$ cat src/rtl/sync_fifo_if.sv
// Write/read handshake bundle for sync_fifo; the FIFO sits on the slave side.
interface sync_fifo_if #(
  parameter int DATA_WIDTH = 8
);
  logic                  w_valid;
  logic [DATA_WIDTH-1:0] w_data;
  logic                  w_ready;
  logic                  r_ready;
  logic                  r_valid;
  logic [DATA_WIDTH-1:0] r_data;

  modport master (
    output w_valid, w_data, r_ready,
    input  w_ready, r_valid, r_data
  );

  modport slave (
    input  w_valid, w_data, r_ready,
    output w_ready, r_valid, r_data
  );
endinterface

$ cat src/rtl/sync_fifo.sv
// Single-clock show-ahead FIFO with registered full/empty/level and threshold flags.
// Optional SYNC_FIFO_WATERMARK_EN adds max_level, the peak occupancy since reset.
module sync_fifo #(
  parameter int DATA_WIDTH    = 8,
  parameter int DEPTH         = 16,
  parameter int AFULL_THRESH  = DEPTH - 2,
  parameter int AEMPTY_THRESH = 2,
  localparam int ADDR_WIDTH   = $clog2(DEPTH),
  localparam int LVL_WIDTH    = ADDR_WIDTH + 1
) (
  input  logic                 clk,
  input  logic                 rst_n,
  input  logic                 flush,
  sync_fifo_if.slave           bus,
  output logic [LVL_WIDTH-1:0] level,
  output logic                 almost_full,
  output logic                 almost_empty
`ifdef SYNC_FIFO_WATERMARK_EN
  , output logic [LVL_WIDTH-1:0] max_level
`endif
);

  localparam logic [LVL_WIDTH-1:0] MSB_ONLY = {1'b1, {ADDR_WIDTH{1'b0}}};
  localparam logic [LVL_WIDTH-1:0] ONE      = LVL_WIDTH'(1);
  localparam logic [LVL_WIDTH-1:0] AF_LVL   = LVL_WIDTH'(AFULL_THRESH);
  localparam logic [LVL_WIDTH-1:0] AE_LVL   = LVL_WIDTH'(AEMPTY_THRESH);

  logic [DATA_WIDTH-1:0] mem [DEPTH];
  logic [LVL_WIDTH-1:0]  wptr, rptr, wptr_nxt, rptr_nxt, level_nxt;
  logic                  empty, full;
  logic                  w_en, r_en;

  assign w_en = bus.w_valid & ~full;
  assign r_en = bus.r_ready & ~empty;

  assign bus.w_ready = ~full;
  assign bus.r_valid = ~empty;
  assign bus.r_data  = mem[rptr[ADDR_WIDTH-1:0]];

  always_comb begin
    wptr_nxt  = wptr;
    rptr_nxt  = rptr;
    level_nxt = level;
    if (flush) begin
      wptr_nxt  = '0;
      rptr_nxt  = '0;
      level_nxt = '0;
    end else begin
      if (w_en) wptr_nxt = wptr + ONE;
      if (r_en) rptr_nxt = rptr + ONE;
      case ({w_en, r_en})
        2'b10:   level_nxt = level + ONE;
        2'b01:   level_nxt = level - ONE;
        default: level_nxt = level;
      endcase
    end
  end

  // Flags are computed from next-state pointers so they stay in step with level.
  always_ff @(posedge clk) begin
    if (!rst_n) begin
      wptr         <= '0;
      rptr         <= '0;
      level        <= '0;
      empty        <= 1'b1;
      full         <= 1'b0;
      almost_full  <= 1'b0;
      almost_empty <= 1'b1;
    end else begin
      wptr         <= wptr_nxt;
      rptr         <= rptr_nxt;
      level        <= level_nxt;
      empty        <= (wptr_nxt == rptr_nxt);
      full         <= ((wptr_nxt ^ rptr_nxt) == MSB_ONLY);
      almost_full  <= (level_nxt >= AF_LVL);
      almost_empty <= (level_nxt <= AE_LVL);
    end
  end

  // Storage is never reset; writes are suppressed during reset and flush.
  always_ff @(posedge clk) begin
    if (rst_n && !flush && w_en)
      mem[wptr[ADDR_WIDTH-1:0]] <= bus.w_data;
  end

`ifdef SYNC_FIFO_WATERMARK_EN
  always_ff @(posedge clk) begin
    if (!rst_n)
      max_level <= '0;
    else if (level > max_level)
      max_level <= level;
  end
`endif

endmodule

$ cat src/flat_wrapper.sv
// flat-port wrapper written by rule: the top's interface ports become plain ports
module sync_fifo_flat 
#(
  parameter int DATA_WIDTH    = 8,
  parameter int DEPTH         = 16,
  parameter int AFULL_THRESH  = DEPTH - 2,
  parameter int AEMPTY_THRESH = 2,
  localparam int ADDR_WIDTH   = $clog2(DEPTH),
  localparam int LVL_WIDTH    = ADDR_WIDTH + 1
)
  (clk, rst_n, flush, level, almost_full, almost_empty, bus_w_valid, bus_w_data, bus_r_ready, bus_w_ready, bus_r_valid, bus_r_data);
  sync_fifo_if #(.DATA_WIDTH(DATA_WIDTH)) bus_i ();
  input  logic clk;
  input  logic rst_n;
  input  logic flush;
  output logic [LVL_WIDTH-1:0] level;
  output logic almost_full;
  output logic almost_empty;
  input wire logic [$bits(bus_i.w_valid)-1:0] bus_w_valid;
  input wire logic [$bits(bus_i.w_data)-1:0] bus_w_data;
  input wire logic [$bits(bus_i.r_ready)-1:0] bus_r_ready;
  output wire logic [$bits(bus_i.w_ready)-1:0] bus_w_ready;
  output wire logic [$bits(bus_i.r_valid)-1:0] bus_r_valid;
  output wire logic [$bits(bus_i.r_data)-1:0] bus_r_data;
  assign bus_i.w_valid = bus_w_valid;
  assign bus_i.w_data = bus_w_data;
  assign bus_i.r_ready = bus_r_ready;
  assign bus_w_ready = bus_i.w_ready;
  assign bus_r_valid = bus_i.r_valid;
  assign bus_r_data = bus_i.r_data;
  sync_fifo #(.DATA_WIDTH(DATA_WIDTH), .DEPTH(DEPTH), .AFULL_THRESH(AFULL_THRESH), .AEMPTY_THRESH(AEMPTY_THRESH)) u_core (.clk(clk), .rst_n(rst_n), .flush(flush), .bus(bus_i), .level(level), .almost_full(almost_full), .almost_empty(almost_empty));
endmodule
$ cat config.mk
export PLATFORM = sky130hd
export DESIGN_NAME = sync_fifo_flat
export DESIGN_NICKNAME = d
export VERILOG_FILES = /design/src/rtl/sync_fifo_if.sv /design/src/rtl/sync_fifo.sv /design/src/flat_wrapper.sv
export SDC_FILE = /design/constraint.sdc
export NUM_CORES = 1
export LEC_CHECK = 0
export BUFFER_PORTS_ARGS = -buffer_cell sky130_fd_sc_hd__buf_2
export CORE_UTILIZATION = 61
export DETAILED_ROUTE_END_ITERATION = 6
export GPL_TIMING_DRIVEN = 0
export PLACE_DENSITY_LB_ADDON = 0.05
export SYNTH_ARGS = -nofsm -noshare
export SYNTH_HDL_FRONTEND = slang
export SYNTH_SLANG_ARGS = --single-unit
$ cat constraint.sdc
create_clock -name clk -period 2.6 [get_ports clk]
set_input_delay 0.26 -clock clk [delete_from_list [all_inputs] [get_ports clk]]
set_output_delay 0.26 -clock clk [all_outputs]
set_load 0.05 [all_outputs]
# After elaboration in Yosys (flattened, before gate mapping)
# Memories as Yosys holds them, arrays and structs flattened. A register that Yosys moved wholly into a read port is not among the register bits.
# Index checks and enable logic that the tools add are counted.
[classes]
add_sub_neg = 4
n_lt_le_gt_ge = 2
eq_ne = 4
n_mux = 9
bitwise_logic = 5
n_reduce_logical = 3
[op_table]
columns = ["cell", "count"]
rows = [
  ["5-bit two-way mux", 5],
  ["5-bit by 1-bit adder with 5-bit output, second input constant", 3],
  ["5-bit one-hot mux with 2 select lines", 1],
  ["5-bit == test", 1],
  ["5-bit == test, second input constant", 1],
  ["5-bit by 4-bit >= comparator with 1-bit output, second input constant", 1],
  ["5-bit by 2-bit <= comparator with 1-bit output, second input constant", 1],
  ["5-bit by 1-bit subtractor with 5-bit output, second input constant", 1],
  ["5-bit bitwise XOR", 1],
  ["4-bit two-way mux", 1],
  ["1-bit AND", 2],
  ["2-bit by 1-bit == test with 1-bit output, second input constant", 1],
  ["2-bit == test, second input constant", 1],
  ["1-bit logical AND", 2],
  ["1-bit two-way mux", 2],
  ["1-bit inverter", 2],
  ["1-bit logical NOT", 1],
]
[totals]
regBits = 19
ramBits = 128
inputBits = 13
n_memories = 1
[mem_list]
columns = ["name", "words", "width", "read_ports", "rd_clocked_by_memory_dff", "write_ports", "line", "text"]
rows = [
  ["u_core.mem", 16, 8, 1, 1, 1, "sync_fifo.sv:28", "logic [DATA_WIDTH-1:0] mem [DEPTH];"],
]

# Depth between registers and ports, before layout
# Gate-level depths: netlist of run 1.
[logic_depth]
ltp_word = 6
depth_mapped = 11
ltp_nobuf = 9

# Worst setup path before layout of run 1
# OpenSTA, ideal clock, no wires.
[synth_timing]
path_type = "register to output"
startpoint = "reg, netlist name u_core.rptr[1]"
endpoint = "out bus_r_data[1]"
t_arrival_ns = 1.914
required_ns = 2.340
setup_slack_ns = 0.426
stages_incl_launch_ff = 6
n_path_buf = 2
cell_sequence = "dfxtp_1 buf_4 clkbuf_1 mux4_2 mux2i_1 a21oi_1"
[synth_lines]
columns = ["item", "line", "text"]
rows = [
  ["end: declaration", "flat_wrapper.sv:24", "output wire logic [$bits(bus_i.r_data)-1:0] bus_r_data;"],
]

==> results.json, run 1 <==
{
  "clock_latency_ns": 0.52,
  "finClkSkew_ns": 0.01008,
  "syn_nets": 374,
  "fin_cells": 560,
  "p_total_uw": 5037,
  "place_congestion": 0.7935,
  "drt_iter0_drc": 251,
  "grtUsageMet1_pct": 30.79,
  "status": "finished, violations left",
  "worst_setup_path_end_kind": "output port",
  "ys_types": 49,
  "yosysTopAreaCellShare_pct": 62.48,
  "grt_pass1_vias": 3319,
  "ys.flop_type": "edfxtp_1",
  "die_h_um": 102.4,
  "synth-seq-area-share_pct": 68.66,
  "max_cap_viol_count": 0,
  "finalCriticalPeriod_ns": 2.628,
  "coreArea_um2": 9774,
  "wl_per_cell_um": 21.64,
  "yosysMostFrequentCell": "edfxtp_1",
  "p_leak_uw": 0.002498,
  "hold_buffers": 0,
  "via_count": 3337,
  "die-area_um2": 10490,
  "synth_simple_gate_area_share_pct": 6.772,
  "timing.final.crit_share_pct": 101.1,
  "drive_gt1_share_pct": 34.19,
  "tns_ns": -0.04078,
  "worst-path-max-fanout": 6,
  "netlist_area_um2": 6152,
  "dp.cells": 515,
  "synth_commonest_cells": "edfxtp_1 (128), mux4_2 (32), nor2_1 (27)",
  "clockRootBuffer": "clkbuf_8",
  "relSlewSlack_pct": 7.318,
  "required_ns": 2.34,
  "ctsLongestPathBuffers": 2,
  "htree_levels": 4,
  "route.detailed.drc": 0,
  "grt_start_max_net_pins": 17,
  "max_clock_freq_mhz": 380.6,
  "yosysWarnings": 0,
  "nNetsFinal": 435,
  "synth_top_family_by_area": "multiplexers",
  "min_path_type": "in -> reg",
  "place_hpwl_mm": 7.606,
  "drv_slew": 0,
  "cts_tree": "yes",
  "grt_antenna_before_repair": 0,
  "cts.clk_slew.worst_paths_ns": 0.06,
  "powerDensity_nw_per_um2": 685.0,
  "initial_core_util_pct": 62.94,
  "setup_viol": 3,
  "synth_compound_area_share_pct": 4.169,
  "fin_ws_ns": -0.02754,
  "ant_nets": 0,
  "port-buffer-count": 29,
  "grt_pass1_wl_mm": 18.02,
  "grt_util_met2_pct": 43.38,
  "clock-sinks": 147,
  "synthCells": 353,
  "via_per_inst": 5.959,
  "async_reset_ff_share_pct": 0,
  "first_pass_iters": 4,
  "synth_xor_area_share_pct": 2.359,
  "ir_worst_vdd_mv": 0.4521,
  "ys_top_cells_by_area": "edfxtp_1 (62%), mux4_2 (12%), dfxtp_1 (6.2%)",
  "die_w_um": 102.4,
  "use_met3_pct": 6.566,
  "antenna_cells": 0,
  "track_usage_pct": 25.31,
  "grt_setup_unrepaired": "true",
  "arrival_ns": 2.37,
  "synth_fa_ha_area_share_pct": 1.627,
  "ys_ff_latch": 147,
  "nFillCells": 589,
  "grt_overflow_total": 0,
  "num_rows": 36,
  "area_growth_pct": 19.52,
  "cts_buffers": 17,
  "critPathKind": "reg -> out",
  "hold_viol": 0,
  "gr-max-usage-layer": "met2",
  "synth_edf_count": 128,
  "cp-start-kind": "flip-flop",
  "routed_wirelength_mm": 12.12,
  "tightestPinTransition_ns": 1.380,
  "io_pins": 30,
  "violations": "negative setup slack",
  "yosys.area.top_type": "edfxtp_1",
  "synthMuxAreaShare_pct": 13.87,
  "syn_avg_cell_area_um2": 17.43
}
==> registers in the layout, summed over array words and instances (netlist names) <==
signal,count
u_core.full,1
u_core.empty,1
u_core.mem,128
u_core.almost_full,1
u_core.almost_empty,1
u_core.wptr,5
u_core.rptr,5
u_core.level,5
==> repair_timing <==
action	CTS	global route
setup buffers	7	3
cloned	3	0
resized for setup	36	14
setup endpoints to repair	8	16
pin swaps	10	3
==> power breakdown <==
group          internal (uW)  switching [uW]
clock network           1390             875
logic                   73.9             120
registers               2570            7.74
total                   4030            1000
==> kinds of logic (layout without fill, tap and decap cells) <==
family	after synthesis	in the layout
buffers and inverters	25	99
AND/OR/NAND/NOR	77	77
flip-flops	147	147
XOR/XNOR	15	15
adder cells (fa/ha/maj)	8	8
multiplexers	44	44
AO/OA/AOI/OAI	37	37
==> through the flow <==
stage | utilization (%) | setup WS [ns] | hold slack (ns) | area, um^2
floorplan | - | 0.4257 | 0.3589 | 6152
global placement | 66.13 | 0.05438 | 0.5134 | 6464
detailed placement | 66.13 | 0.04935 | 0.5181 | 6464
CTS | 74.33 | -0.03226 | 0.04974 | 7266
global route | 75.23 | -0.1028 | 0.09044 | 7353
finish | 75.23 | -0.02754 | 0.06517 | 7353
==> critical path, stage by stage, from the launching register on <==
cell and delay, ns:
dfxtp_4 0.39, buf_12 0.15, buf_12 0.15, buf_12 0.13, mux4_2 0.52, mux2i_2 0.19
a21oi_2 0.10, buf_6 0.19
==> cells in the final DEF (no fill, tap or decap), types with 5 or more instances in the layout <==
| cell type | instances |
|---|---|
| xor2_1 | 9 |
| a21oi_1 | 6 |
| mux4_2 | 32 |
| buf_2 | 24 |
| edfxtp_1 | 128 |
| ha_1 | 8 |
| buf_4 | 16 |
| clkinv_2 | 5 |
| nor2_1 | 27 |
| mux2i_1 | 9 |
| clkbuf_1 | 7 |
| nor2b_1 | 10 |
| buf_6 | 7 |
| nand2_1 | 9 |
| clkbuf_16 | 19 |
| dfxtp_1 | 18 |
| xnor2_1 | 5 |
| a211oi_2 | 8 |
==> area by class of cell <==
type                            count  area [um^2]  share of cell area, %
Buffer                             20        175.2                  2.382
Clock buffer                       25        528.0                  7.181
Clock inverter                      7        40.04                 0.5445
Inverter                            4        15.01                 0.2042
Multi-Input combinational cell    181         1859                  25.28
Sequential cell                   147         4228                  57.50
Tap cell                          133        166.4                  2.263
Timing Repair Buffer               43        341.6                  4.645
==> metal layers <==
metal | part of all wire, % | up-vias
met5 | 0 | -
met4 | 1.8 | 0
met3 | 4.5 | 18
met2 | 53 | 118
met1 | 41 | 1688
li1 | - | 1513
==> worst paths after layout <==
kind	from	endpoint	slack, ns	depth (start not counted)
max reg2reg	u_core.full$_SDFF_PN0_	u_core.mem[3][1]$_DFFE_PP_	0.12	5
min reg2reg	u_core.wptr[4]$_SDFF_PN0_	u_core.wptr[4]$_SDFF_PN0_	0.53	2
min	flush	u_core.empty$_SDFF_PN1_	0.07	3
max	u_core.rptr[0]$_SDFF_PN0_	bus_r_data[1]	-0.03	7
(Power assumes the default switching activity.)
==> run 2: changes to the inputs <==
CORE_MARGIN = 2   (was not set)
PLACE_DENSITY_LB_ADDON = 0.1   (was 0.05)
==> results.json, run 2 (same netlist as run 1, synthesis figures left out) <==
{
  "place_hpwl_mm": 7.692,
  "nFillCells": 592,
  "fin_cells": 557,
  "track_usage_pct": 23.98,
  "power_frac_clock_pct": 44.0,
  "regArea_um2": 4225,
  "grt_overflow_total": 0,
  "max_clock_freq_mhz": 377.8,
  "critPathKind": "reg -> out",
  "drt_iter0_drc": 302,
  "gr-max-usage-layer": "met2",
  "die-area_um2": 10900,
  "area_growth_pct": 17.84,
  "largest_reg_flops": 128,
  "multiInputGateArea_um2": 1836,
  "use_met3_pct": 6.328,
  "grtUsageMet1_pct": 31.50,
  "initial_core_util_pct": 62.94,
  "finalCriticalPeriod_ns": 2.647,
  "port-buffer-count": 29,
  "ir_worst_vdd_mv": 0.4050,
  "hold_viol": 0,
  "power.switching_uw": 986.0,
  "mostFrequentLayoutCell": "edfxtp_1",
  "cp-start-kind": "flip-flop",
  "tightestPinTransition_ns": 1.365,
  "num_rows": 36,
  "status": "finished, violations left",
  "nNetsFinal": 433,
  "finClkSkew_ns": 0.003716,
  "powerDensity_nw_per_um2": 682.2,
  "drive_gt1_share_pct": 31.37,
  "route.detailed.drc": 0,
  "setup_viol": 7,
  "place_congestion": 0.7978,
  "coreArea_um2": 9774,
  "antenna_cells": 0,
  "grt_pass1_wl_mm": 18.68,
  "violations": "negative setup slack",
  "drv_slew": 0,
  "swShare_pct": 19.94,
  "final_cell_mix": "edfxtp_1 (128), mux4_2 (32), nor2_1 (27), buf_2 (24), dfxtp_1 (18)",
  "worst-path-max-fanout": 6,
  "arrival_ns": 2.39,
  "fin_hold_ws_ns": 0.07420,
  "utilization_pct": 74.17,
  "cts_buffers": 17,
  "timing.final.crit_share_pct": 101.8,
  "cts.clk_slew.worst_paths_ns": 0.06,
  "grt_antenna_before_repair": 0,
  "routed_wirelength_mm": 12.09,
  "power_frac_comb_pct": 3.8,
  "grt_pass1_vias": 3344,
  "die_h_um": 104.4,
  "relSlewSlack_pct": 8.314,
  "required_ns": 2.34,
  "clock-sinks": 147,
  "via_per_inst": 5.820,
  "ctsLongestPathBuffers": 2,
  "place_ws_ns": 0.08032,
  "clockRootBuffer": "clkbuf_8",
  "grt_util_met2_pct": 40.29,
  "grt_setup_unrepaired": "true",
  "cts_tree": "yes",
  "min_path_type": "in -> reg",
  "fin_ws_ns": -0.04682,
  "grt_start_max_net_pins": 17,
  "clock_latency_ns": 0.52,
  "die_w_um": 104.4,
  "io_pins": 30,
  "first_pass_iters": 4,
  "power_frac_seq_pct": 52.2,
  "via_count": 3242,
  "worst_setup_path_end_kind": "output port",
  "internal-power_uw": 3960,
  "tns_ns": -0.1871,
  "max_cap_viol_count": 0,
  "htree_levels": 4,
  "ant_nets": 0,
  "dp.cells": 515,
  "wl_per_cell_um": 21.71,
  "p_leak_uw": 0.002437
}
run 2: cell types whose count changed in the layout (fill, tap and decap cells not counted), sizes merged:
cell,before,now
clkinv,6,5
clkbuf,33,35
buf,55,52
inv,5,4
run 2: worst max-delay path, stage by stage (launching register included):
cell      delay (ns)
dfxtp_2         0.33
buf_6           0.13
buf_12          0.13
mux4_2          0.49
nor2b_1         0.15
a211oi_1        0.31
a21oi_2         0.09
buf_4           0.22
run 2: power groups by stage:
stage | Sequential, uW | Combinational (uW) | Clock [uW]
6_report | 2580 | 188 | 2180
3_3_place_gp | 2630 | 167 | 0
5_1_grt | 2580 | 205 | 2290
4_1_cts | 2580 | 188 | 2190
3_5_place_dp | 2630 | 172 | 0
2_1_floorplan | 2640 | 99.6 | 0
run 2: area by class of cell:
class                   instances  share of cell area (%)
inverters                       4                  0.2071
clock buffers                  26                   7.025
plain buffers                  20                   1.950
clock inverters                 5                  0.3279
repair buffers                 41                   4.591
multi-input cells             181                   25.32
flip-flops and latches        147                   58.28
well taps                     133                   2.295
run 2: layer usage:
metal	wire [um]	vias to the layer above	part of all wire (%)
li1	-	1499	-
met4	101	0	0.84
met3	664	10	5.5
met1	4961	1640	41
met2	6363	93	53
met5	0	-	0
run 2: metrics by stage:
stage	instance area, um^2	total power (uW)
floorplan	6152	2737
finish	7249	4946
global placement	6464	2795
detailed placement	6464	2801
global route	7249	5078
CTS	7207	4955
run 2: worst paths after layout:
path,endpoint,from,slack (ns),depth (start not counted)
max reg2reg,u_core.mem[2][5]$_DFFE_PP_,u_core.full$_SDFF_PN0_,0.22,5
min reg2reg,u_core.rptr[4]$_SDFF_PN0_,u_core.rptr[4]$_SDFF_PN0_,0.52,2
max,bus_r_data[1],u_core.rptr[0]$_SDFF_PN0_,-0.05,7
min,u_core.empty$_SDFF_PN1_,flush,0.07,3
run 2: repair_timing:
action / in CTS / in global routing
cloned: 1 / 0
hold buffers: 0 / 0
pin swaps: 2 / 5
resized for setup: 30 / 6
setup buffers: 8 / 3
setup endpoints to repair: 8 / 8
==> run 3: changes to the inputs <==
REMOVE_ABC_BUFFERS = 1   (was not set)
==> results.json, run 3 (same netlist as run 1, synthesis figures left out) <==
{
  "status": "finished, violations left",
  "violations": "negative setup slack",
  "max_cap_viol_count": 0,
  "grt_pass1_vias": 3222,
  "powerDensity_nw_per_um2": 742.3,
  "area_growth_pct": 18.16,
  "antenna_cells": 0,
  "tns_ns": -0.1099,
  "min_path_type": "in -> reg",
  "worst_setup_path_end_kind": "output port",
  "critPathMaxStageDelay_ns": 0.50,
  "cp.depth": 7,
  "cts_buffers": 17,
  "ant_nets": 0,
  "setup_viol": 2,
  "route.detailed.drc": 0,
  "cts.clk_slew.worst_paths_ns": 0.06,
  "grt_setup_unrepaired": "true",
  "ir_worst_vdd_mv": 0.5982,
  "regToRegEndpoint": "u_core.almost_empty$_SDFF_PN1_",
  "endpoint": "bus_r_data[0]",
  "r2r-start": "u_core.empty$_SDFF_PN1_",
  "place_congestion": 0.7620,
  "ctsLongestPathBuffers": 2,
  "wl_per_cell_um": 23.00,
  "initial_core_util_pct": 62.94,
  "fin_hold_ws_ns": 0.06687,
  "arrival_ns": 2.41,
  "grt_pass1_wl_mm": 18.76,
  "drive_gt1_share_pct": 32.67,
  "port-buffer-count": 29,
  "die-area_um2": 10900,
  "crit_start": "u_core.rptr[0]$_SDFF_PN0_",
  "min_path_cells": 3,
  "cts_tree": "yes",
  "drt_iter0_drc": 190,
  "largest_reg_flops": 128,
  "fin_ws_ns": -0.06954,
  "r2r_slack_ns": 0.25,
  "num_rows": 36,
  "first_pass_iters": 4,
  "track_usage_pct": 23.87,
  "cp-start-kind": "flip-flop",
  "place_hpwl_mm": 6.650,
  "placed_cell_area_um2": 6354,
  "htree_levels": 4,
  "hold_viol": 0,
  "io_pins": 30,
  "clockRootBuffer": "clkbuf_8",
  "routed_wirelength_mm": 12.35,
  "nNetsFinal": 413,
  "via_count": 3213,
  "timing.final.crit_share_pct": 102.7,
  "drv_slew": 0,
  "final_area_um2": 7269,
  "coreArea_um2": 9774,
  "slowest_stage": "mux4_2",
  "p_leak_uw": 0.002419,
  "max_clock_freq_mhz": 374.6,
  "relSlewSlack_pct": 30.09,
  "grt_overflow_total": 0,
  "grt_antenna_before_repair": 0,
  "clock_latency_ns": 0.52,
  "clock-sinks": 147,
  "r2r_cells": 9,
  "critical_path_buf_inv_count": 3,
  "tightestPinTransition_ns": 1.047,
  "mostFrequentLayoutCell": "edfxtp_1",
  "worst-path-max-fanout": 6,
  "required_ns": 2.34,
  "grt_start_max_net_pins": 36,
  "cp_top_family": "multiplexers",
  "via_per_inst": 5.983,
  "path_cells": "buf_12, buf_4, mux4_2, nor2b_4, a211oi_2, a21oi_2, buf_6",
  "die_h_um": 104.4,
  "critPathKind": "reg -> out",
  "finClkSkew_ns": 0.007075,
  "finalCriticalPeriod_ns": 2.670,
  "hold_buffers": 0,
  "die_w_um": 104.4,
  "final_cell_mix": "edfxtp_1 (128), mux4_2 (32), nor2_1 (27), buf_2 (21), clkbuf_16 (17)"
}
==> run 3: cell count changes in the layout (fill, tap and decap cells not counted), moves of 3 or more <==
cell       before  now
bufinv_16       0    5
buf_2          24   21
dfxtp_4         0    3
buf_4          16   10
clkbuf_8        6    1
clkinv_2        4    1
clkbuf_1       10    0
buf_12          5    2
==> run 3: worst min path at each step <==
stage / to / startpoint / slack [ns]
final: u_core.empty$_SDFF_PN1_ / flush / 0.07
after CTS: u_core.empty$_SDFF_PN1_ / flush / 0.05
after global routing: u_core.empty$_SDFF_PN1_ / flush / 0.09
after floorplan: u_core.mem[0][0]$_DFFE_PP_ / bus_w_data[0] / 0.36
after detailed placement: u_core.rptr[4]$_SDFF_PN0_ / u_core.rptr[4]$_SDFF_PN0_ / 0.51
after global placement: u_core.rptr[4]$_SDFF_PN0_ / u_core.rptr[4]$_SDFF_PN0_ / 0.50
==> run 3: metal layers <==
layer / global-route usage (%) / part of all wire, % / up-vias
met3: 5.451 / 5.1 / 13
met2: 37.21 / 50 / 90
met1: 33.30 / 44 / 1641
li1: - / - / 1469
met5: 0 / 0 / -
met4: 9.170 / 1.2 / 0
==> run 3: power breakdown <==
part           internal [uW]  total [uW]  switching (uW)
Clock                   1670        2630             964
Sequential              2570        2580            9.38
Combinational           67.3         185             117
Total                   4300        5400            1090
==> run 3: worst min-delay path, stage by stage <==
cell and delay, ns:
buf_2 0.08, nor2b_1 0.12, o31ai_1 0.09
==> run 3: area by class of cell <==
cell class                      instances  area (um^2)
Clock buffer                           17        414.1
Fill cell                             596         2505
Timing Repair Buffer                   41        344.1
Tap cell                              133        166.4
Sequential cell                       147         4235
Clock inverter                         14        227.7
Multi-Input combinational cell        181         1867
Inverter                                4        15.01
==> run 3: what timing repair did <==
item	CTS	global route
gates resized for setup	23	14
gates cloned	2	1
endpoints found under the setup margin	11	11
pin swaps	3	5
buffers inserted	5	2
==> run 3: through the flow <==
stage	util, %	power (uW)	cells	setup WS, ns
after floorplan	-	2731	332	-0.6818
after global placement	64.68	2788	494	-1.392
after detailed placement	65.00	2794	496	-0.3058
after CTS	73.44	5408	534	-0.03851
after global routing	74.37	5535	537	-0.1107
final	74.37	5396	537	-0.06954
